<file path="config.mk">
export PLATFORM = sky130hd
export DESIGN_NAME = pow_n_pipelined_with_flow_control
export DESIGN_NICKNAME = d
export VERILOG_FILES = /design/src/rtl/pow_n_pipelined_with_flow_control.sv
export SDC_FILE = /design/constraint.sdc
export NUM_CORES = 1
export LEC_CHECK = 0
export CORE_ASPECT_RATIO = 0.8
export CORE_MARGIN = 3
export CORE_UTILIZATION = 30
export DETAILED_ROUTE_END_ITERATION = 12
export PLACE_DENSITY = 0.46
export SLEW_MARGIN = 20
export SYNTH_ARGS = -nofsm -noshare
export SYNTH_HDL_FRONTEND = slang
export SYNTH_SLANG_ARGS = --single-unit
</file>
<file path="constraint.sdc">
create_clock -name clk -period 4.3 [get_ports clk]
set_clock_uncertainty 0.2 [all_clocks]
set_input_delay 0.645 -clock clk [delete_from_list [all_inputs] [get_ports clk]]
set_output_delay 0.645 -clock clk [all_outputs]
set_load 0.03 [all_outputs]
</file>
<file path="src/rtl/pow_n_pipelined_with_flow_control.sv">
// n-stage valid/ready pipeline computing x^n mod 2^width, one multiply per stage.
// Define POW_N_OVERFLOW_EN to add down_ovf, flagging items whose product lost upper bits.
module pow_n_pipelined_with_flow_control #(
  parameter int width = 8,
  parameter int n     = 5
) (
  input  logic             clk,
  input  logic             rst,
  input  logic             up_vld,
  output logic             up_rdy,
  input  logic [width-1:0] up_data,
  output logic             down_vld,
  input  logic             down_rdy,
  output logic [width-1:0] down_data
`ifdef POW_N_OVERFLOW_EN
  ,
  output logic             down_ovf
`endif
);

  logic [n-1:0]     vld;
  logic [n-1:0]     rdy;
  logic [width-1:0] xs [n];
  logic [width-1:0] ps [n];
`ifdef POW_N_OVERFLOW_EN
  logic [n-1:0]     ovf;
`endif

  // A stage is ready if it, or any stage after it, has a hole, or the sink takes data.
  // Built from an accumulator so the ready vector never feeds back on itself.
  always_comb begin : ready_chain
    logic acc;
    acc = down_rdy;
    rdy = '0;
    for (int i = n - 1; i >= 0; i--) begin
      acc    = acc | ~vld[i];
      rdy[i] = acc;
    end
  end

  assign up_rdy    = rdy[0];
  assign down_vld  = vld[n-1];
  assign down_data = ps[n-1];
`ifdef POW_N_OVERFLOW_EN
  assign down_ovf  = ovf[n-1];
`endif

  // NOTE: state is assigned with <= so every stage samples its predecessor's
  // pre-edge value; blocking assignments here would collapse the pipeline.
  always_ff @(posedge clk) begin
    if (rst) begin
      vld <= '0;
      // NOTE: the data arrays are reset too, so down_data reads 0 after reset;
      // they are plain registers, not a RAM, so this costs no macro.
      for (int i = 0; i < n; i++) begin
        xs[i] <= '0;
        ps[i] <= '0;
      end
`ifdef POW_N_OVERFLOW_EN
      ovf <= '0;
`endif
    end else begin
      if (rdy[0]) begin
        vld[0] <= up_vld;
        if (up_vld) begin
          xs[0] <= up_data;
          ps[0] <= up_data;
`ifdef POW_N_OVERFLOW_EN
          ovf[0] <= 1'b0;
`endif
        end
      end
      // Payload only moves with a valid item, so empty slots keep stale data quiet.
      for (int k = 1; k < n; k++) begin
        if (rdy[k]) begin
          vld[k] <= vld[k-1];
          if (vld[k-1]) begin
            xs[k] <= xs[k-1];
            ps[k] <= ps[k-1] * xs[k-1];
`ifdef POW_N_OVERFLOW_EN
            ovf[k] <= ovf[k-1] |
                      (|(({{width{1'b0}}, ps[k-1]} * {{width{1'b0}}, xs[k-1]}) >> width));
`endif
          end
        end
      end
    end
  end

endmodule
</file>
==> impl_metrics.yaml, run 1 <==
outcome:
  status: "finished, final reports clean"
clocking:
  clock_latency_ns: 0.33
  path_clk_slew_ns: 0.06
  cts_tree: "done"
  cts_max_level: 3
  cts_num_sinks: 65
  clk_path_buf_depth: 2
  numCtsBuffers: 9
  cts.root.buffer_cell: "clkbuf_16"
  cts_hold_buffers: 0
power:
  peakVddDrop_v: 0.000212
  p_per_area_mw_per_mm2: 352
  fin_total_pwr_w: 0.00227
  leakage_nw: 2.97
floorplan:
  ios: 22
  die_h_um: 128
  dieArea_mm2: 0.0204
  fp-row-count: 44
  die_w_um: 159
  core_mm2: 0.0182
  start_util_pct: 30.8
final_layout:
  layout_common_cells: "and2_1, inv_1, ha_1"
  diodes: 0
  fin_cells: 814
  fillers: 1866
  final_util_pct: 35.4
  area_growth_pct: 15.2
  nets: 672
  final_common_cell: "and2_1"
  drive_gt1_share_pct: 5.35
  stdcell_area_mm2: 0.00646
route:
  drc: 0
  vias_per_cell: 4.19
  wl_per_cell_um: 12.9
  ant_nets: 0
  drtIter0Drc: 134
  wirelength_mm: 10.5
  num_vias: 3412
  drtPass1Iterations: 4
critical_path:
  endpoint_kind: "register"
  cp_max_fo: 7
  start_kind: "register"
  critPathArrivalTime_ns: 3.96
  critical_path_required_ns: 4.16
  critical_path_class: "reg2reg"
logic_synthesis:
  ys_types: 26
  yosysWarnings: 0
  synth-seq-cells: 65
  synth.top_cell.area_share_pct: 32.2
  synth_edf_count: 60
  synth_top_cell_by_area: "edfxtp_1"
  syn_inst: 530
  synth_area_leaders: "edfxtp_1, fa_1, ha_1"
  synth-seq-area-share_pct: 33.9
  ys_async_sr_fraction_pct: 0
  syn_avg_cell_area_um2: 10.6
  synth_flop_cell: "edfxtp_1"
  syn_area_mm2: 0.00560
place:
  io_buffers: 21
  place.gp.congestion: 0.784
  placed_area_mm2: 0.00611
  dp.final_hpwl_mm: 8.48
  placed_cells: 797
sta:
  worst_slew_pin_slew_ns: 0.657
  timing.fmax_mhz: 244
  max_slew_margin_pct: 56.2
  drv_slew: 0
  setup_viol: 0
  fin_setup_tns_ns: 0
  fin_crit_ns: 4.10
  rsz0062_at_grt: "no"
  hold_viol: 0
  finalCritPeriodShare_pct: 95.3
min_path:
  hold_path_class: "reg2reg"
grt:
  grt_max_degree: 41
  antenna_found_initial: 0
  grt_pass1_wl_mm: 18.0
  globalRouteTotalUtil_pct: 10.9
  grt-ovfl-total: 0
  grt_pass1_vias: 3632
job:
  maxCapViolations: 0
[cells in the mapped netlist (all sizes together), types with 2 or more instances]
cell,n
and2,105
inv,81
ha,62
edfxtp,60
nand2,48
fa,42
xnor2,26
nor2,23
xor2,17
a21oi,12
a21o,11
clkbuf,9
buf,8
xnor3,7
dfxtp,5
and3,3
o21ai,2
[worst paths after layout]
path | startpoint | endpoint | slack (ns) | cells past startpoint
worst max register to register | ps[0][25]$_SDFFCE_PP0P_ | ps[0][39]$_SDFFCE_PP0P_ | 0.20 | 11
worst min-delay path | ps[0][7]$_SDFFCE_PP0P_ | xs[0][15]$_SDFFCE_PP0P_ | 0.33 | 1
worst max-delay path | ps[0][25]$_SDFFCE_PP0P_ | ps[0][39]$_SDFFCE_PP0P_ | 0.20 | 11
worst min register to register | ps[0][7]$_SDFFCE_PP0P_ | xs[0][15]$_SDFFCE_PP0P_ | 0.33 | 1
[stage by stage]
step	setup WS [ns]	hold slack, ns
global route	0.0175	0.366
global placement	0.217	0.313
CTS	0.125	0.330
detailed placement	0.122	0.316
floorplan	0.238	0.287
finish	0.203	0.328
[repair_timing]
action	CTS	global route
gates resized for setup	0	5
setup buffers	0	1
endpoints found under the hold margin	0	0
setup endpoints to repair	0	1
[per-layer routing]
| metal | wire [um] | vias to the layer above | part of all wire [%] | global-route usage, % |
|---|---|---|---|---|
| met3 | 301 | 8 | 2.9 | 2.00 |
| li1 | - | 1713 | - | - |
| met2 | 4770 | 39 | 45 | 17.9 |
| met4 | 111 | 0 | 1.1 | 2.62 |
| met1 | 5330 | 1652 | 51 | 15.1 |
| met5 | 0 | - | 0 | 0 |
[cells by family (layout without fill, tap and decap cells)]
kind of cell / Yosys count / after routing / synth area share (%)
AND/OR/NAND/NOR: 183 / 183 / 17.3
AO/OA/AOI/OAI: 29 / 29 / 3.24
buffers and inverters: 98 / 126 / 7.10
other: 1 / 4 / 0.0669
adder cells (fa/ha/maj): 104 / 104 / 28.8
flip-flops: 65 / 65 / 33.9
XOR/XNOR: 50 / 50 / 9.53
[critical path, cell delays in order, from the launching register on]
cell	delay [ns]
edfxtp_1	0.47
and2_1	0.22
fa_1	0.42
inv_1	0.09
fa_1	0.40
fa_1	0.47
fa_1	0.44
xor2_1	0.16
xnor2_1	0.21
xnor3_1	0.34
xnor3_1	0.37
nor2_1	0.04
[power by group]
part	internal (W)	switching [W]
clock	0.000510	0.000261
sequential	0.000773	0.0000554
combinational	0.000331	0.000339
[flip-flops by register name, summed over array words and instances (netlist names)]
| name | flops |
|---|---|
| vld | 5 |
| xs | 23 |
| ps | 37 |
[layout make-up]
cell class	count	area [um^2]	area share, %
multi-input cells	370	3340	51.6
flip-flops and latches	65	1900	29.4
clock buffers	14	318	4.92
well taps	253	317	4.90
inverters	81	304	4.71
repair buffers	29	270	4.18
clock inverters	2	12.5	0.194
No activity file was read; power rests on OpenSTA's default activity.
==> inputs of run 2 (changes only) <==
==> constraint.sdc (replaced) <==
create_clock -name clk -period 3.6 [get_ports clk]
set_clock_uncertainty 0.2 [all_clocks]
set_input_delay 0.54 -clock clk [delete_from_list [all_inputs] [get_ports clk]]
set_output_delay 0.54 -clock clk [all_outputs]
set_load 0.03 [all_outputs]
==> run 2 against run 1 <==
Compared with the run above: the flow now finishes with violations (setup timing); hold slack gained 0.012 ns; clock power grew 6.1%; cell area grew 14%; sequential share of layout area decreased by 3.6 points; first-iteration DRC count rose by 8.2%; critical path depth increased by 2; wire length increased by 8.7%; flip-flop and latch count is the same; sequential power grew 18%; via count increased by 8.9%; non-clock buffer count grew 82; final cell count up 10%; critical path type unchanged; largest power group is now combinational logic.
==> impl_metrics.yaml, run 2 (synthesis results as in run 1) <==
outcome:
  status: "complete, but fails checks"
  violations: "setup timing"
clocking:
  numCtsBuffers: 9
  path_clk_slew_ns: 0.06
  cts_num_sinks: 65
  cts_hold_buffers: 0
  cts_tree: "done"
  cts_max_level: 3
  clk_path_buf_depth: 2
  clock_latency_ns: 0.33
  cts.root.buffer_cell: "clkbuf_16"
sta:
  finalCritPeriodShare_pct: 107
  fin_crit_ns: 3.85
  timing.fmax_mhz: 260
  setup_viol: 4
  rsz0062_at_grt: "yes"
  drv_slew: 0
  hold_viol: 0
  worst_slew_pin_slew_ns: 0.790
  timing.final.ws_setup_ns: -0.251
  max_slew_margin_pct: 47.1
critical_path:
  path_delay_family: "adder cells"
  cp_slowest_cell: "fa_1"
  crit_chain: "nand2_2, fa_2, fa_1, inv_1, fa_1, inv_1, fa_1, inv_2, ha_4, a21oi_2, xnor3_1, xnor3_1, nor2_1"
  critPathArrivalTime_ns: 3.71
  cp_max_fo: 5
  endpoint_kind: "register"
  slowest_delay_ns: 0.49
  start_kind: "register"
  reg2reg_depth: 13
  cp.depth: 13
  critical_path.n_buffers_inverters: 3
  critical_path_required_ns: 3.46
  critical_path_class: "reg2reg"
  cpMostUsedCell: "fa_1"
grt:
  globalRouteTotalUtil_pct: 11.6
  antenna_found_initial: 0
  grt_pass1_wl_mm: 19.1
  grt-ovfl-total: 0
  grt_max_degree: 29
  grt_pass1_vias: 3865
power:
  fin_total_pwr_w: 0.00289
  swShare_pct: 29.4
  p_clk_share_pct: 28.3
  seq_power_share_pct: 33.7
  p_per_area_mw_per_mm2: 392
  leakage_nw: 3.36
  p_sw_w: 0.000851
  peakVddDrop_v: 0.000192
  p_comb_share_pct: 38.0
  internal_power_w: 0.00204
place:
  place.gp.congestion: 0.815
  io_buffers: 21
  dp.final_hpwl_mm: 9.00
  placed_cells: 854
final_layout:
  nets: 754
  fin_cells: 896
  layout_common_cells: "and2_1, buf_4, inv_1"
  final_common_cell: "and2_1"
  fillers: 1794
  largest_reg_flops: 37
  diodes: 0
  final-seq-area_mm2: 0.00190
  largest-register: "ps"
  largestRegisters: "ps x37, xs x23, vld x5"
  multi_input_comb_area_mm2: 0.00362
  drive_gt1_share_pct: 26.6
  area_growth_pct: 31.5
  final_util_pct: 40.4
min_path:
  whs_path_depth: 2
  hold_path_class: "reg2reg"
floorplan:
  core_mm2: 0.0182
  start_util_pct: 30.8
  ios: 22
  dieArea_mm2: 0.0204
  die_w_um: 159
  fp-row-count: 44
  die_h_um: 128
route:
  drc: 0
  vias_per_cell: 4.15
  ant_nets: 0
  num_vias: 3717
  drtIter0Drc: 145
  wl_per_cell_um: 12.7
  drtPass1Iterations: 4
  wirelength_mm: 11.4
job:
  maxCapViolations: 0
-- run 2: cell types whose count changed in the layout (fill, tap and decap cells not counted), sizes merged --
cell	change
clkbuf	+2
buf	+82
clkinvlp	-1
clkinv	-1
-- run 2: final timing paths --
path | slack (ns) | endpoint | from
max | -0.25 | ps[0][31]$_SDFFCE_PP0P_ | ps[0][17]$_SDFFCE_PP0P_
min | 0.34 | vld[4]$_SDFFE_PP0P_ | vld[3]$_SDFFE_PP0P_
max reg2reg | -0.25 | ps[0][31]$_SDFFCE_PP0P_ | ps[0][17]$_SDFFCE_PP0P_
min reg2reg | 0.34 | vld[4]$_SDFFE_PP0P_ | vld[3]$_SDFFE_PP0P_
-- run 2: power by group through the flow --
stage	combinational, W	clock (W)	sequential (W)
after floorplan	0.000667	0	0.000976
final	0.00110	0.000819	0.000974
after detailed placement	0.000963	0	0.000992
after global routing	0.00123	0.000881	0.000985
after CTS	0.00105	0.000842	0.000975
after global placement	0.000953	0	0.000992
-- run 2: repair_timing --
action,4_1_cts,5_1_grt
resized for setup,30,30
setup buffers,14,13
endpoints found under the setup margin,6,9
pin swaps,47,38
gates cloned,0,0
-- run 2: worst reg2reg max path, stage by stage, from the launching register on --
cell      delay, ns
edfxtp_1       0.45
nand2_2        0.10
fa_2           0.39
fa_1           0.49
inv_1          0.05
fa_1           0.49
inv_1          0.05
fa_1           0.49
inv_2          0.05
ha_4           0.23
a21oi_2        0.15
xnor3_1        0.23
xnor3_1        0.21
nor2_1         0.04
-- run 2: area by class of cell --
| class | count | share of cell area, % |
|---|---|---|
| timing repair buffer | 111 | 12.8 |
| tap | 253 | 4.30 |
| multi-input combinational | 370 | 49.2 |
| inverter | 81 | 4.13 |
| clock buffer | 16 | 3.82 |
| sequential | 65 | 25.8 |
-- run 2: routing by layer --
| metal | GRT usage [%] | up-vias | wire, um |
|---|---|---|---|
| met5 | 0 | - | 0 |
| met2 | 18.5 | 40 | 5190 |
| met4 | 2.99 | 0 | 149 |
| met3 | 2.81 | 10 | 297 |
| li1 | - | 1878 | - |
| met1 | 16.1 | 1789 | 5790 |
-- run 2: per-stage QoR --
stage                     cell area (um^2)  hold slack [ns]  setup TNS [ns]  worst slack [ns]
after global placement                6630            0.305          -0.745            -0.202
after detailed placement              6630            0.328          -0.979            -0.270
final                                 7370            0.341          -0.466            -0.251
after floorplan                       5720            0.287          -0.149            -0.122
after CTS                             7120            0.342          -0.523            -0.249
after global routing                  7370            0.369           -1.25            -0.378
